[src/rtl/rvx10_pkg.sv]
// rvx10_pkg: definitions shared across the RVX10 pipeline front end.
//   XLEN          : architectural register / address width
//   NOP_INSTR     : canonical NOP (addi x0,x0,0) shown to decode when nothing is valid
//   fetch_entry_t : one buffered fetch result, the instruction plus the PC it came from
//   word_align()  : clears address bits [1:0]
package rvx10_pkg;

  localparam int XLEN = 32;
  localparam logic [XLEN-1:0] NOP_INSTR = 32'h0000_0013;

  typedef struct packed {
    logic [XLEN-1:0] pc;
    logic [XLEN-1:0] instr;
  } fetch_entry_t;

  function automatic logic [XLEN-1:0] word_align(input logic [XLEN-1:0] addr);
    return addr & ~32'h0000_0003;
  endfunction

endpackage

[src/rtl/fetch_fifo.sv]
// fetch_fifo: synchronous DEPTH-entry FIFO of fetch_entry_t.
//   clk, reset : clock and synchronous active-high reset (empties the FIFO)
//   push/push_data : enqueue an entry (accepted when not full, or when popping)
//   pop        : dequeue the head (ignored when empty)
//   flush      : empties the FIFO; wins over push and pop
//   head       : current head entry, read combinationally from the array
//   count/empty/full : occupancy status
// Pointers carry one extra MSB so full and empty are distinguishable
// without a separate occupancy register.
module fetch_fifo
  import rvx10_pkg::*;
#(
  parameter int DEPTH = 4
) (
  input  logic                       clk,
  input  logic                       reset,
  input  logic                       push,
  input  fetch_entry_t               push_data,
  input  logic                       pop,
  input  logic                       flush,
  output fetch_entry_t               head,
  output logic [$clog2(DEPTH):0]     count,
  output logic                       empty,
  output logic                       full
);

  localparam int AW = $clog2(DEPTH);

  fetch_entry_t mem [DEPTH];
  logic [AW:0]  wr_ptr_reg;
  logic [AW:0]  rd_ptr_reg;
  logic         do_push;
  logic         do_pop;

  assign count = wr_ptr_reg - rd_ptr_reg;
  assign empty = (count == '0);
  assign full  = (count == (AW+1)'(DEPTH));
  assign head  = mem[rd_ptr_reg[AW-1:0]];

  // A push into a full FIFO is fine when the head leaves at the same edge:
  // the slot written is the one being vacated.
  assign do_push = push && (!full || pop);
  assign do_pop  = pop && !empty;

  always_ff @(posedge clk) begin
    if (reset || flush) begin
      wr_ptr_reg <= '0;
      rd_ptr_reg <= '0;
    end else begin
      if (do_push) wr_ptr_reg <= wr_ptr_reg + 1'b1;
      if (do_pop)  rd_ptr_reg <= rd_ptr_reg + 1'b1;
    end
  end

  always_ff @(posedge clk) begin
    if (do_push && !flush && !reset) mem[wr_ptr_reg[AW-1:0]] <= push_data;
  end

endmodule

[src/rtl/fetch_queue.sv]
// fetch_queue: instruction-fetch front end feeding the decode stage.
//   clk, reset        : clock, synchronous active-high reset
//   imem_req_*        : in-order word fetch requests (valid/ready, address = fetch PC)
//   imem_rsp_*        : in-order responses, at least one cycle after acceptance
//   redirect/redirect_pc : taken branch/jump target from execute (highest priority)
//   stall_d           : decode cannot take the head this cycle
//   instr_valid_d, instr_d, pc_d, pcplus4_d : head of the fetch queue (NOP/0 when empty)
// Requests are credit-limited so queued + in-flight never exceeds DEPTH; every
// response therefore has a slot. After a redirect, responses to requests
// issued before it are counted off by drop_cnt and discarded.
module fetch_queue
  import rvx10_pkg::*;
#(
  parameter int              DEPTH    = 4,
  parameter logic [XLEN-1:0] RESET_PC = 32'h0000_0000
) (
  input  logic            clk,
  input  logic            reset,
  output logic            imem_req_valid,
  input  logic            imem_req_ready,
  output logic [XLEN-1:0] imem_req_addr,
  input  logic            imem_rsp_valid,
  input  logic [XLEN-1:0] imem_rsp_data,
  input  logic            redirect,
  input  logic [XLEN-1:0] redirect_pc,
  input  logic            stall_d,
  output logic            instr_valid_d,
  output logic [XLEN-1:0] instr_d,
  output logic [XLEN-1:0] pc_d,
  output logic [XLEN-1:0] pcplus4_d
);

  localparam int CW = $clog2(DEPTH) + 1;

  logic [XLEN-1:0] fetch_pc_reg, fetch_pc_next;
  logic [XLEN-1:0] rsp_pc_reg, rsp_pc_next;
  logic [CW-1:0]   inflight_reg, inflight_next;
  logic [CW-1:0]   drop_cnt_reg, drop_cnt_next;

  logic [CW-1:0]   count;
  logic            empty;
  logic            full;
  fetch_entry_t    head;
  fetch_entry_t    push_entry;
  logic            req_fire;
  logic            rsp_ok;
  logic            push;
  logic            pop;
  logic            head_valid;
  logic [CW:0]     outstanding;

  // A response with nothing in flight is illegal and simply ignored.
  assign rsp_ok      = imem_rsp_valid && (inflight_reg != '0);
  assign outstanding = (CW+1)'(count) + (CW+1)'(inflight_reg);

  assign imem_req_valid = !reset && !redirect && (outstanding < (CW+1)'(DEPTH));
  assign imem_req_addr  = fetch_pc_reg;
  assign req_fire       = imem_req_valid && imem_req_ready;

  assign head_valid = !empty && !reset;
  assign pop        = head_valid && !stall_d && !redirect;
  assign push       = rsp_ok && (drop_cnt_reg == '0) && !redirect && (!full || pop);
  assign push_entry = '{pc: rsp_pc_reg, instr: imem_rsp_data};

  always_comb begin
    fetch_pc_next = fetch_pc_reg;
    rsp_pc_next   = rsp_pc_reg;
    drop_cnt_next = drop_cnt_reg;
    inflight_next = inflight_reg + CW'(req_fire) - CW'(rsp_ok);
    if (redirect) begin
      fetch_pc_next = word_align(redirect_pc);
      rsp_pc_next   = word_align(redirect_pc);
      // Everything still outstanding after this edge belongs to the old path.
      drop_cnt_next = inflight_reg - CW'(rsp_ok);
    end else begin
      if (req_fire) fetch_pc_next = fetch_pc_reg + 32'd4;
      if (rsp_ok) begin
        if (drop_cnt_reg != '0) drop_cnt_next = drop_cnt_reg - 1'b1;
        else                    rsp_pc_next   = rsp_pc_reg + 32'd4;
      end
    end
  end

  always_ff @(posedge clk) begin
    if (reset) begin
      fetch_pc_reg <= RESET_PC;
      rsp_pc_reg   <= RESET_PC;
      inflight_reg <= '0;
      drop_cnt_reg <= '0;
    end else begin
      fetch_pc_reg <= fetch_pc_next;
      rsp_pc_reg   <= rsp_pc_next;
      inflight_reg <= inflight_next;
      drop_cnt_reg <= drop_cnt_next;
    end
  end

  fetch_fifo #(
    .DEPTH(DEPTH)
  ) u_fifo (
    .clk       (clk),
    .reset     (reset),
    .push      (push),
    .push_data (push_entry),
    .pop       (pop),
    .flush     (redirect),
    .head      (head),
    .count     (count),
    .empty     (empty),
    .full      (full)
  );

  assign instr_valid_d = head_valid;
  assign instr_d       = head_valid ? head.instr : NOP_INSTR;
  assign pc_d          = head_valid ? head.pc : '0;
  assign pcplus4_d     = head_valid ? head.pc + 32'd4 : '0;

endmodule

[config.mk]
export PLATFORM = sky130hd
export DESIGN_NAME = fetch_queue
export DESIGN_NICKNAME = d
export VERILOG_FILES = /design/src/rtl/rvx10_pkg.sv /design/src/rtl/fetch_fifo.sv /design/src/rtl/fetch_queue.sv
export SDC_FILE = /design/constraint.sdc
export NUM_CORES = 1
export LEC_CHECK = 0
export BUFFER_PORTS_ARGS = -buffer_cell sky130_fd_sc_hd__buf_4
export CAP_MARGIN = 0
export CORE_UTILIZATION = 64
export CTS_BUF_LIST = sky130_fd_sc_hd__clkbuf_2 sky130_fd_sc_hd__clkbuf_4 sky130_fd_sc_hd__clkbuf_8
export DETAILED_ROUTE_END_ITERATION = 8
export PLACE_DENSITY = 0.87
export REMOVE_ABC_BUFFERS = 1
export SLEW_MARGIN = 20
export SYNTH_ARGS = -nofsm -noshare
export SYNTH_HDL_FRONTEND = slang
export SYNTH_SLANG_ARGS = --single-unit
export TNS_END_PERCENT = 1
[constraint.sdc]
create_clock -name clk -period 6.4 [get_ports clk]
set_clock_uncertainty 0.2 [all_clocks]
set_input_delay 0.96 -clock clk [delete_from_list [all_inputs] [get_ports clk]]
set_output_delay 0.96 -clock clk [all_outputs]
set_load 0.005 [all_outputs]
==> summary.md, run 1 <==
| Metric | Value |
|---|---|
| Status | `finished with violations` |
| Failing checks | `DRC` |
| Final Max Tran Viols | `0` |
| CP bufs+invs | `2` |
| Die Y | `roughly 150 µm` |
| Chip Width | `152 µm` |
| I/O pin total | `200` |
| Fraction of registers with async set/reset | `0` |
| Largest net degree at the start of global routing | `62` |
| Initial core utilization | `0.657` |
| # fillers | `1,291` |
| Number of enable flip-flop cells after synthesis | `between 200 and 250` |
| Final Util | `0.775` |
| Yosys cell types | `65` |
| Cell repeated most along the worst path | `buf_4` |
| Critical Path AT | `4.05 ns` |
| Area Overhead vs Synth | `17.9%` |
| Syn_area_per_cell | `approximately 14 µm²` |
| Total track usage | `0.273` |
| Pint | `3460 µW` |
| TritonCTS Buffers | `49` |
| Crit-path slowest cell | `or4_1` |
| Drt pass-1 iters | `9` |
| Syn Std Cell Area | `14,500 µm²` |
| Worst reg2reg endpoint | `inflight_reg[2]$_SDFF_PP0_` |
| Largest family of logic cells by synthesized area | `simple AND/OR/NAND/NOR gates` |
| Hold crit path type | `reg2reg` |
| Delay-heaviest family, CP | `simple AND/OR/NAND/NOR gates` |
| Worst setup SP type | `flop` |
| Unrepaired setup endpoints after global routing | `no` |
| Max stage delay on crit path | `0.77 ns` |
| Synth warnings | `0` |
| Peak VDD IR | `0.179 mV` |
| Final #Nets | `~1,300` |
| Power Density | `263 nW/µm²` |
| Post-synthesis sequential area ratio | `0.617` |
| Diodes inserted | `0` |
| Synth Register Bits | `322` |
| Worst Hold Depth | `2` |
| Simple-gate area share of the yosys netlist | `0.130` |
| Worst-Margin Slew | `1.01 ns` |
| Fmax | `0.192 GHz` |
| Post-synth top area share | `0.515` |
| Critical path class | `reg2out` |
| Placed Cells | `roughly 1,500` |
| Setup bufs post-CTS | `0` |
| Worst R2R Path Depth | `16` |
| Max reg flops | `248` |
| Mux cell area share after synthesis | `0.112` |
| Clock share of power | `0.387` |
| Clk root buf | `clkbuf_8` |
| LEAKAGE | `around 0.0060 µW` |
| Max_slew headroom | `0.321` |
| Final period util | `0.814` |
| Routed WL per cell | `slightly above 20 µm` |
| Die ar. | `23,200 µm²` |
| Hold Vio Cnt, Final | `0` |
| Initial DRC count | `628` |
| Leading cell type in the layout, fill and taps excluded | `edfxtp_1` |
| First-pass GRT wire length | `49,100 µm` |
| CTS H-tree lvls | `2` |
| R2R Setup Slk | `2.16 ns` |
| DRT Wirelength | `31,700 µm` |
| CTS tree | `done` |
| Min-delay src | `imem_req_addr[31]$_SDFFE_PP0P_` |
| XOR/XNOR share of the synthesized area | `0.0270` |
| Setup TNS | `0 ns` |
| Worst-path fanout max | `26` |
| Routed Antenna Nets | `0` |
| Number of remaining DRC errors | `17` |
| Core area | `22,000 µm²` |
| Synth Area in Adders | `0.0175` |
| Combinational group share of total power | `0.081` |
| Worst path cell trace | `buf_4 -> mux4_1 -> nand4_2 -> or4_1 -> nor4_2 -> mux2_1 -> buf_4` |
| Leading cell types in the layout, fill and taps excluded | `edfxtp_1, buf_4, dfxtp_1` |
| Port Buffer Count | `approximately 190` |
| Period minus WS final | `5.21 ns` |
| Row cnt | `54` |
| Top cells by area, synth | `edfxtp_1, dfxtp_1, mux4_2` |
| Final setup fails | `0` |
| Cell taking the most area after synthesis | `edfxtp_1` |
| RD Place Congestion | `0.854` |
| Hold endpoint | `imem_req_addr[31]$_SDFFE_PP0P_` |
| Compound-gate portion of the synthesized area | `0.0641` |
| GRT Residual Overflow | `0` |
| Number of hold buffers added after CTS | `0` |
| Main flop type after synthesis | `edfxtp_1` |
| Gate Count Post-Synth | `between 1,000 and 1,500` |
| Max clock buf depth | `3` |
| Clock Latency Late Sink | `between 0.5 and 0.6 ns` |
| Num Clock Sinks | `322` |
| Vias in the first global route | `approximately 9,200` |
| Antenna violations before repair | `0` |
| Register share of total power | `0.532` |
| CP endpoint kind | `primary output` |
| Sw Ratio | `0.227` |
| CTS resizes | `0` |
| Share of layout cells above drive strength 1 | `0.285` |
| Vias per cell | `6.13` |
| Post-Layout Cell Count | `1,551` |
| CP required | `5.24 ns` |
| Switching power | `1020 µW` |
| Via Count | `~9,500` |
| Clock slew at reported path FFs | `0.07 ns` |
| RR Startpoint | `u_fifo.wr_ptr_reg[0]$_SDFFE_PP0N_` |
| Post-detail-place hpwl | `roughly 21,000 µm` |
| Maxcap violations | `0` |
-- worst max-delay path by stage --
| stage | slack (ns) | cells past startpoint | end |
|---|---|---|---|
| floorplan | 0.48 | 5 | pcplus4_d[25] |
| detailed placement | 1.78 | 6 | pcplus4_d[29] |
| CTS | 1.09 | 6 | pcplus4_d[29] |
| global route | 0.95 | 6 | pcplus4_d[29] |
| global placement | 1.84 | 6 | pcplus4_d[29] |
| finish | 1.19 | 7 | pcplus4_d[29] |
-- power groups by stage --
stage / Clock (µW) / Sequential, µW / Combinational (µW)
3_5_place_dp: 0 / 2420 / 363
3_3_place_gp: 0 / 2420 / 348
4_1_cts: 1760 / 2380 / 365
5_1_grt: 1840 / 2390 / 405
6_report: 1740 / 2380 / 363
2_1_floorplan: 0 / 2410 / 212
-- through the flow --
stage	hold slack (ns)	instance area (µm²)	total power [µW]	worst slack, ns
global route	0.337	17100	4640	0.950
global placement	0.298	16000	2770	1.84
floorplan	0.276	14200	2620	0.477
CTS	0.319	17100	4500	1.09
detailed placement	0.306	16000	2790	1.78
finish	0.321	17100	4480	1.19
-- metal layers --
metal | part of all wire | routed length, µm | vias up | GRT usage
met4 | 0.021 | 680 | 0 | 0.0943
met1 | 0.39 | 12400 | 4641 | 0.361
met5 | 0 | 0 | - | 0
met3 | 0.081 | 2570 | 51 | 0.0429
met2 | 0.51 | 16000 | 449 | 0.465
li1 | - | - | 4370 | -
-- worst register-to-register path, stage by stage (launching register included) --
cell and delay [ns]:
dfxtp_1 0.33, inv_1 0.14, ha_1 0.16, inv_1 0.05, fa_1 0.37, xnor3_1 0.23
ha_1 0.29, nor3_1 0.24, and4_1 0.57, inv_2 0.35, ha_1 0.38, inv_1 0.05
ha_1 0.13, inv_1 0.05, fa_1 0.37, xnor2_1 0.16, nor2_1 0.05
-- cell usage after synthesis (all sizes together), types with 3 or more instances --
master,number
a211oi,12
a21boi,15
a21oi,29
a31oi,19
and2,67
and3,8
and4,10
buf,24
clkbuf,39
dfxtp,74
edfxtp,248
ha,17
inv,36
mux2,15
mux2i,3
mux4,62
nand2,50
nand2b,5
nand3,30
nand4,18
nor2,61
nor2b,3
nor3,26
nor4,23
o21a,5
o21ai,18
o21bai,4
o311ai,5
o31a,24
or3,15
or3b,3
or4,8
xnor2,34
xor2,8
-- cells by family after synthesis --
logic type / count (synthesis)
buffers and inverters: 101
DFF: 322
muxes: 80
xor gates and xnor gates: 43
adders and majority gates: 19
AOI/OAI and AO/OA: 137
and+or+nand+nor: 335
other: 1
-- cell type report --
type / instances / area, µm² / share of cell area
sequential: 322 / 8930 / 0.524
clock buffer: 68 / 848 / 0.0497
multi-input combinational: 620 / 5100 / 0.299
clock inverter: 22 / 174 / 0.0102
inverter: 38 / 143 / 0.00836
timing repair buffer: 201 / 1510 / 0.0884
tap: 280 / 350 / 0.0205
Note: power is estimated with default switching activity, not from simulation.
==> run 2: changes to the inputs <==
--- a/config.mk
+++ b/config.mk
@@ -7,10 +7,10 @@
 export LEC_CHECK = 0
 export BUFFER_PORTS_ARGS = -buffer_cell sky130_fd_sc_hd__buf_4
 export CAP_MARGIN = 0
-export CORE_UTILIZATION = 64
+export CORE_UTILIZATION = 60
 export CTS_BUF_LIST = sky130_fd_sc_hd__clkbuf_2 sky130_fd_sc_hd__clkbuf_4 sky130_fd_sc_hd__clkbuf_8
 export DETAILED_ROUTE_END_ITERATION = 8
-export PLACE_DENSITY = 0.87
+export PLACE_DENSITY = 0.82
 export REMOVE_ABC_BUFFERS = 1
 export SLEW_MARGIN = 20
 export SYNTH_ARGS = -nofsm -noshare
==> constraint.sdc (replaced) <==
create_clock -name clk -period 5.1 [get_ports clk]
set_clock_uncertainty 0.2 [all_clocks]
set_input_delay 0.765 -clock clk [delete_from_list [all_inputs] [get_ports clk]]
set_output_delay 0.765 -clock clk [all_outputs]
set_load 0.005 [all_outputs]
==> run 2 against run 1 <==
The flow now finishes without violations; wire length down 2.0%; non-clock buffer count is 7 higher; final cell count increased by 2.8%; setup slack lost 0.66 ns; highest routed layer unchanged.
==> summary.md, run 2 (same netlist as run 1, synthesis figures left out) <==
| Metric | Value |
|---|---|
| Status | `completed` |
| Area Overhead vs Synth | `18.7%` |
| Post-detail-place hpwl | `20,900 µm (-1.7%)` |
| Diodes inserted | `0 (unchanged)` |
| Worst Hold Depth | `1 (-1)` |
| Leading cell types in the layout, fill and taps excluded | `edfxtp_1, buf_4, dfxtp_1` |
| Die ar. | `24,700 µm² (+6.6%)` |
| Row cnt | `56 (+3.7%)` |
| Final #Nets | `1,329 (+0.61%)` |
| Setup bufs post-CTS | `0 (unchanged)` |
| Core area | `23,500 µm² (+6.9%)` |
| Largest net degree at the start of global routing | `54 (-13%)` |
| Setup TNS | `0 ns (unchanged)` |
| Fmax | `~0.22 GHz` |
| Placed Cells | `1,507 (+3.1%)` |
| Worst-path fanout max | `19 (-27%)` |
| Routed WL per cell | `19.5 µm (-4.7%)` |
| Final period util | `0.895` |
| Unrepaired setup endpoints after global routing | `no` |
| Drt pass-1 iters | `6 (-3)` |
| Routed Antenna Nets | `0 (unchanged)` |
| Vias per cell | `5.99 (-2.3%)` |
| DRT Wirelength | `31,100 µm (-2.0%)` |
| Max reg flops | `248 (unchanged)` |
| Die Y | `157 µm (+3.2%)` |
| WL met3 | `2400 µm (-6.7%)` |
| Initial DRC count | `694 (+11%)` |
| RD Place Congestion | `0.856 (+0.19%)` |
| Peak VDD IR | `0.188 mV (+5.0%)` |
| Clock slew at reported path FFs | `0.07 ns (about the same)` |
| LEAKAGE | `0.00606 µW (+0.79%)` |
| Final setup fails | `0 (unchanged)` |
| Power Density | `326 nW/µm² (+24%)` |
| TritonCTS Buffers | `50 (+2.0%)` |
| Max_slew headroom | `0.358 (+0.0367)` |
| GRT Residual Overflow | `0 (unchanged)` |
| Highest routing layer actually used | `met4` |
| Total track usage | `0.256 (-0.0168)` |
| # fillers | `1,524 (+18%)` |
| Critical path class | `reg2out` |
| Hold crit path type | `in2reg` |
| Num Clock Sinks | `322 (unchanged)` |
| M1 WL | `12,600 µm (+1.4%)` |
| First-pass GRT wire length | `48,800 µm (-0.62%)` |
| CTS resizes | `0 (unchanged)` |
| Post-Layout Cell Count | `1,594 (+2.8%)` |
| Worst setup SP type | `flop` |
| CP endpoint kind | `primary output` |
| CP required | `4.14 ns (-1.10 ns)` |
| CTS H-tree lvls | `2 (unchanged)` |
| Port Buffer Count | `191 (unchanged)` |
| Chip Width | `157 µm (+3.2%)` |
| Via Count | `9,547 (+0.38%)` |
| Number of remaining DRC errors | `0 (-17)` |
| Leading cell type in the layout, fill and taps excluded | `edfxtp_1` |
| Initial core utilization | `0.615 (-0.0423)` |
| Worst R2R Path Depth | `17 (+1)` |
| WL met2 | `15,400 µm (-4.2%)` |
| Maxcap violations | `0 (unchanged)` |
| Critical Path AT | `3.60 ns (-0.45 ns)` |
| Final Max Tran Viols | `0 (unchanged)` |
| CTS tree | `done` |
| Clk root buf | `clkbuf_8` |
| Vias in the first global route | `9,375 (+2.4%)` |
| Max clock buf depth | `3 (unchanged)` |
| Hold Vio Cnt, Final | `0 (unchanged)` |
| Period minus WS final | `between 4 and 5 ns` |
| Antenna violations before repair | `0 (unchanged)` |
| Number of hold buffers added after CTS | `0 (unchanged)` |
| Clock Latency Late Sink | `0.58 ns (+0.02 ns)` |
| Share of layout cells above drive strength 1 | `0.293 (+0.00852)` |
| Worst-Margin Slew | `0.956 ns (-0.0546 ns)` |
| I/O pin total | `200 (unchanged)` |
run 2: cell count changes in the layout (fill, tap and decap cells not counted), sizes merged:
cell and change:
clkbuf +4, clkinv -6, buf +7, inv +1, bufinv -1, clkinvlp -1
run 2: area by class of cell:
| type | count | area [µm²] | share of cell area |
|---|---|---|---|
| Timing Repair Buffer | 208 | 1600 | 0.0931 |
| Tap cell | 319 | 399 | 0.0232 |
| Clock buffer | 72 | 878 | 0.0511 |
| Multi-Input combinational cell | 620 | 5100 | 0.297 |
| Clock inverter | 15 | 125 | 0.00728 |
| Sequential cell | 322 | 8930 | 0.520 |
| Inverter | 38 | 143 | 0.00830 |
run 2: critical path, stage by stage, from the launching register on:
cell and delay [ns]:
dfxtp_2 0.55, buf_4 0.37, mux4_2 0.37, nand3_1 0.22, or4_1 0.71, nor4_2 0.30, mux2_1 0.35, buf_4 0.14
run 2: per-stage QoR:
| step | instance area, µm² | util | total power, µW | hold WS [ns] | setup slack [ns] |
|---|---|---|---|---|---|
| after floorplan | 14200 | - | 3290 | 0.276 | -0.628 |
| final | 17200 | 0.730 | 5610 | 0.202 | 0.534 |
| after global routing | 17200 | 0.730 | 5820 | 0.179 | 0.354 |
| after detailed placement | 16200 | 0.687 | 3510 | 0.309 | 1.12 |
| after CTS | 17200 | 0.730 | 5640 | 0.170 | 0.453 |
| after global placement | 16200 | 0.687 | 3480 | 0.297 | 1.13 |
run 2: metal layers:
layer,GRT usage,vias to the layer above
li1,-,4386
met1,0.343,4714
met2,0.430,392
met3,0.0399,55
met4,0.0892,0
met5,0,-
run 2: where the power goes:
group / internal (µW) / switching (µW)
clock network: 1210 / 950
logic: 220 / 241
registers: 2910 / 83.1
run 2: worst paths after layout:
path                                startpoint  slack, ns                        endpoint
max                                       flop       0.53                   pcplus4_d[25]
min                           imem_rsp_data[2]       0.20      u_fifo.mem[3][2]$_DFFE_PP_
max reg2reg  u_fifo.wr_ptr_reg[0]$_SDFFE_PP0N_       1.43      inflight_reg[2]$_SDFF_PP0_
min reg2reg     imem_req_addr[31]$_SDFFE_PP0P_       0.32  imem_req_addr[31]$_SDFFE_PP0P_
